## src/rtl/door_pkg.sv

```systemverilog
// Shared constants and signal bundles for the door_1315 input path.
package door_pkg;

    localparam int unsigned DEBOUNCE_DEFAULT = 4;

    localparam logic LB_RST_VAL  = 1'b1;
    localparam logic LVL_RST_VAL = 1'b0;

    typedef struct packed {
        logic up;
        logic down;
        logic top;
        logic bottom;
        logic lb;
    } door_raw_t;

    typedef struct packed {
        logic buttonup;
        logic buttondown;
        logic sensortop;
        logic sensorbottom;
        logic lightbarrier;
        logic sensorfault;
    } door_cond_t;

endpackage

```

## src/rtl/debounce_channel.sv

```systemverilog
// Two-flop synchroniser followed by a counting debouncer for one raw input.
module debounce_channel import door_pkg::*; #(
    parameter int unsigned DEBOUNCE_CYCLES = DEBOUNCE_DEFAULT,
    parameter logic        RST_VAL         = LVL_RST_VAL,
    parameter bit          FAST_ASSERT     = 1'b0,
    localparam int unsigned CNT_W          = $clog2(DEBOUNCE_CYCLES + 1)
) (
    input  logic clk,
    input  logic rst,
    input  logic raw_i,
    output logic lvl_o
);

    localparam logic [CNT_W-1:0] CntLast = CNT_W'(DEBOUNCE_CYCLES - 1);

    logic             s1_q, s2_q;
    logic             lvl_q, lvl_d;
    logic [CNT_W-1:0] cnt_q, cnt_d;

    always_ff @(posedge clk or posedge rst) begin
        if (rst) begin
            s1_q  <= RST_VAL;
            s2_q  <= RST_VAL;
            lvl_q <= RST_VAL;
            cnt_q <= '0;
        end else begin
            s1_q  <= raw_i;
            s2_q  <= s1_q;
            lvl_q <= lvl_d;
            cnt_q <= cnt_d;
        end
    end

    always_comb begin
        lvl_d = lvl_q;
        cnt_d = '0;
        if (s2_q == lvl_q) begin
            cnt_d = '0;
        end else if (FAST_ASSERT && s2_q) begin
            // Obstruction is safety-relevant: take it without debounce delay.
            lvl_d = 1'b1;
        end else if (cnt_q == CntLast) begin
            lvl_d = s2_q;
        end else begin
            cnt_d = cnt_q + 1'b1;
        end
    end

    assign lvl_o = lvl_q;

endmodule

```

## src/rtl/door_input_conditioner.sv

```systemverilog
// Conditions raw door buttons/sensors into clean door_1315 inputs:
// debounced levels, single-cycle button pulses and an end-sensor fault flag.
module door_input_conditioner import door_pkg::*; #(
    parameter int unsigned DEBOUNCE_CYCLES = DEBOUNCE_DEFAULT
) (
    input  logic clk,
    input  logic rst,
    input  logic buttonup_raw,
    input  logic buttondown_raw,
    input  logic sensortop_raw,
    input  logic sensorbottom_raw,
    input  logic lightbarrier_raw,
    output logic buttonup,
    output logic buttondown,
    output logic sensortop,
    output logic sensorbottom,
    output logic lightbarrier,
    output logic sensorfault
);

    door_raw_t  raw;
    door_raw_t  lvl;
    door_cond_t cond;

    logic up_prev_q, dn_prev_q;
    logic up_pulse_q, up_pulse_d;
    logic dn_pulse_q, dn_pulse_d;
    logic fault_q, fault_d;

    assign raw = '{
        up:     buttonup_raw,
        down:   buttondown_raw,
        top:    sensortop_raw,
        bottom: sensorbottom_raw,
        lb:     lightbarrier_raw
    };

    debounce_channel #(
        .DEBOUNCE_CYCLES(DEBOUNCE_CYCLES),
        .RST_VAL        (LVL_RST_VAL),
        .FAST_ASSERT    (1'b0)
    ) u_up (
        .clk  (clk),
        .rst  (rst),
        .raw_i(raw.up),
        .lvl_o(lvl.up)
    );

    debounce_channel #(
        .DEBOUNCE_CYCLES(DEBOUNCE_CYCLES),
        .RST_VAL        (LVL_RST_VAL),
        .FAST_ASSERT    (1'b0)
    ) u_down (
        .clk  (clk),
        .rst  (rst),
        .raw_i(raw.down),
        .lvl_o(lvl.down)
    );

    debounce_channel #(
        .DEBOUNCE_CYCLES(DEBOUNCE_CYCLES),
        .RST_VAL        (LVL_RST_VAL),
        .FAST_ASSERT    (1'b0)
    ) u_top (
        .clk  (clk),
        .rst  (rst),
        .raw_i(raw.top),
        .lvl_o(lvl.top)
    );

    debounce_channel #(
        .DEBOUNCE_CYCLES(DEBOUNCE_CYCLES),
        .RST_VAL        (LVL_RST_VAL),
        .FAST_ASSERT    (1'b0)
    ) u_bottom (
        .clk  (clk),
        .rst  (rst),
        .raw_i(raw.bottom),
        .lvl_o(lvl.bottom)
    );

    debounce_channel #(
        .DEBOUNCE_CYCLES(DEBOUNCE_CYCLES),
        .RST_VAL        (LB_RST_VAL),
        .FAST_ASSERT    (1'b1)
    ) u_lb (
        .clk  (clk),
        .rst  (rst),
        .raw_i(raw.lb),
        .lvl_o(lvl.lb)
    );

    // A high opposite level also covers the case where it rose in this same cycle.
    always_comb begin
        up_pulse_d = lvl.up & ~up_prev_q & ~lvl.down;
        dn_pulse_d = lvl.down & ~dn_prev_q & ~lvl.up;
        fault_d    = lvl.top & lvl.bottom;
    end

    always_ff @(posedge clk or posedge rst) begin
        if (rst) begin
            up_prev_q  <= LVL_RST_VAL;
            dn_prev_q  <= LVL_RST_VAL;
            up_pulse_q <= 1'b0;
            dn_pulse_q <= 1'b0;
            fault_q    <= 1'b0;
        end else begin
            up_prev_q  <= lvl.up;
            dn_prev_q  <= lvl.down;
            up_pulse_q <= up_pulse_d;
            dn_pulse_q <= dn_pulse_d;
            fault_q    <= fault_d;
        end
    end

    assign cond = '{
        buttonup:     up_pulse_q,
        buttondown:   dn_pulse_q,
        sensortop:    lvl.top,
        sensorbottom: lvl.bottom,
        lightbarrier: lvl.lb,
        sensorfault:  fault_q
    };

    assign buttonup     = cond.buttonup;
    assign buttondown   = cond.buttondown;
    assign sensortop    = cond.sensortop;
    assign sensorbottom = cond.sensorbottom;
    assign lightbarrier = cond.lightbarrier;
    assign sensorfault  = cond.sensorfault;

endmodule

```

## config.mk

```make
export PLATFORM = sky130hd
export DESIGN_NAME = door_input_conditioner
export DESIGN_NICKNAME = d
export VERILOG_FILES = /design/src/rtl/door_pkg.sv /design/src/rtl/debounce_channel.sv /design/src/rtl/door_input_conditioner.sv
export SDC_FILE = /design/constraint.sdc
export NUM_CORES = 1
export LEC_CHECK = 0
export BUFFER_PORTS_ARGS = -buffer_cell sky130_fd_sc_hd__buf_2
export CORE_MARGIN = 4
export CORE_UTILIZATION = 50
export DETAILED_ROUTE_END_ITERATION = 16
export PLACE_DENSITY = 0.77
export SLEW_MARGIN = 20
export SYNTH_ARGS = -nofsm -noshare
export SYNTH_HDL_FRONTEND = slang
export SYNTH_HIERARCHICAL = 1
export SYNTH_SLANG_ARGS = --single-unit
```

## constraint.sdc

```tcl
create_clock -name clk -period 1.2 [get_ports clk]
set_input_delay 0 -clock clk [delete_from_list [all_inputs] [get_ports clk]]
set_output_delay 0 -clock clk [all_outputs]
set_load 0.02 [all_outputs]
```

==> impl_metrics.yaml <==
outcome:
  status: "finished clean"
detailed_routing:
  routedWlPerCell_um: 13.29
  num_vias: 655
  drt_first_pass_iters: 4
  drc: 0
  viasPerCell: 4.746
  final_antenna_net_count: 0
  drtIter0Drc: 5
  totalWireLength_mm: 1.834
worst_setup_path:
  reg2reg_depth: 3
  critPathMaxFanout: 3
  required_ns: 1.42
  cp_slowest_cell: "dfrtp_1"
  timing.rr.start: "u_top/cnt_q[0]$_DFF_PP0_"
  r2r-end: "u_top/lvl_o$_DFFE_PP0P_"
  path_cells: "ha_2 -> nor2b_4 -> mux2_2"
  cpPeakStageDelay_ns: 0.37
  rrSetupSlack_ns: 0.04
  cp-end-kind: "flip-flop"
  crit_path_start_kind: "flip-flop"
  worstSetupPathType: "flip-flop to flip-flop"
  cp.arrival_ns: 1.38
clock_network:
  clk_latency_ns: 0.32
  cts_buffers: 5
  cts.sinks: 35
  cts_tree: "yes"
  root_buffer: "clkbuf_4"
  clk_pin_slew_worst_paths_ns: 0.10
  htreeDepth: 2
  clk_path_buf_depth: 2
pwr:
  power_mw: 3.201
  p_per_area_nw_per_um2: 2065
  irDropWorstVdd_mv: 1.259
  p_leak_nw: 0.7400
global_route:
  grt-busiest-layer: "met2"
  grtUsageTotal_pct: 14.26
  overflow: 0
  grt_max_degree: 11
  antenna_found_initial: 0
  grt_first_pass_wirelength_mm: 3.491
  grt_pass1_vias: 769
  grt_util_met3_pct: 5.263
  global_route.usage.met2_pct: 23.60
  grt.met1_usage_pct: 15.35
die:
  die_w_um: 58.35
  start_util_pct: 54.67
  io_pins: 13
  die_h_um: 58.35
  row_count: 17
  core_area_um2: 2318
  dieArea_um2: 3405
timing:
  slew_headroom_pct: 79.28
  whs_ns: 0.1575
  min_period_ns: 1.163
  tightest_slew_ns: 0.3085
  max_freq_mhz: 860.2
  fin_skew_ns: 0.007132
  setup_tns_ns: 0
  finalSetupViolCount: 0
  finalCritPeriodShare_pct: 96.88
  hold_viol: 0
  slew_viol_final: 0
final_layout:
  final_cell_mix: "32 x dfrtp_1, 12 x buf_2, 8 x nor3b_1"
  drive_gt1_share_pct: 40.00
  syn2layout_area_growth_pct: 22.31
  num-nets-final: 121
  layout_commonest_cell: "dfrtp_1"
  diodes: 0
logic_synthesis:
  synth_fp_nets: 90
  synth_top_family_by_area: "simple AND/OR/NAND/NOR gates"
  synthMuxAreaShare_pct: 3.554
  synth_top_cell_area_share_pct: 63.18
  yosysTopAreaCell: "dfrtp_1"
  synth-simple-area-share_pct: 16.98
  synthDistinctLibCells: 16
  ys_seq_elements: 35
  postSynthAreaPerCell_um2: 16.25
  syn_area_um2: 1267
  synthTopCellsByArea: "dfrtp_1 63%, dfstp_2 6.2%, ha_1 4.9%, nor3b_1 4.7%, nor2b_4 4.3%"
  yosys_warnings: 6
  ys_seq_area_share_pct: 69.40
  yosys.area_share.adder_pct: 4.936
  postSynthCellCount: 78
  synth-xor-area-share_pct: 2.764
  synth_compound_area_share_pct: 0.5923
place:
  place.gp.congestion: 0.6363
  port_buffers: 12
  hpwl_mm: 1.270
flow_run:
  maxCapViolations: 0
hold_path:
  min_path_type: "primary input to async pin"
## kinds of logic after synthesis
logic type / count (synthesis)
buffers and inverters: 6
DFF: 35
and+or+nand+nor: 23
xor gates and xnor gates: 4
adders and majority gates: 5
AOI/OAI and AO/OA: 1
muxes: 4
## worst max path at each step
stage	start	to	slack (ns)	cells past startpoint
final	u_top/cnt_q[0]$_DFF_PP0_	u_top/lvl_o$_DFFE_PP0P_	0.04	3
after floorplan	u_bottom/cnt_q[0]$_DFF_PP0_	u_bottom/lvl_o$_DFFE_PP0P_	0.12	3
after detailed placement	u_up/cnt_q[0]$_DFF_PP0_	u_up/lvl_o$_DFFE_PP0P_	0.06	3
after global routing	u_top/cnt_q[0]$_DFF_PP0_	u_top/lvl_o$_DFFE_PP0P_	-0.03	3
after CTS	u_top/cnt_q[0]$_DFF_PP0_	u_top/lvl_o$_DFFE_PP0P_	0.03	3
after global placement	u_top/cnt_q[0]$_DFF_PP0_	u_top/lvl_o$_DFFE_PP0P_	0.08	3
## critical path: cells and delay by family (launching register included)
kind / cells / cell delay [ns]
AND/OR/NAND/NOR: 1 / 0.17
flip-flops: 1 / 0.37
adder cells (fa/ha/maj): 1 / 0.18
multiplexers: 1 / 0.34
## repair_timing
item	4_1_cts	5_1_grt
resized for setup	0	5
buffers inserted	0	6
endpoints found under the hold margin	40	0
endpoints found under the setup margin	0	4
hold buffers	6	0
## per-layer routing
metal | vias to the layer above | share of wire [%]
met5 | - | 0
met4 | 0 | 1.3
met3 | 5 | 4.4
met2 | 11 | 51
met1 | 317 | 43
li1 | 322 | -
## synth_stat cells, drive strengths merged
library cell,n
nor2b,4
inv,6
xnor2,4
nand2b,1
a21o,1
mux2,4
ha,5
nor3,4
and4bb,2
dfstp,3
and2,1
and4b,1
dfrtp,32
nor3b,10
## state kept, by name, summed over array words and instances, names as in the netlist, 3 cells and up
| name | flops |
|---|---|
| u_bottom/cnt_q | 3 |
| u_down/cnt_q | 3 |
| u_up/cnt_q | 3 |
| u_lb/cnt_q | 3 |
| u_top/cnt_q | 3 |
## metrics by stage
stage	utilization [%]	cells	cell area [µm²]	setup slack, ns
final	66.86	138	1550	0.03744
after global routing	66.86	138	1550	-0.02781
after CTS	64.33	132	1491	0.02557
after detailed placement	58.77	118	1363	0.05519
after global placement	58.77	118	1363	0.07632
after floorplan	-	78	1267	0.1240
## power by group
group	internal [mW]	switching (mW)
sequential	1.47	0.182
clock	0.345	0.353
combinational	0.471	0.383
## final cells by class
| type | instances | area (µm²) |
|---|---|---|
| Multi-Input combinational cell | 37 | 379.1 |
| Fill cell | 168 | 768.2 |
| Inverter | 6 | 22.52 |
| Timing Repair Buffer | 24 | 165.2 |
| Clock buffer | 8 | 68.82 |
| Tap cell | 28 | 35.03 |
| Sequential cell | 35 | 879.6 |
(Power assumes the default switching activity.)
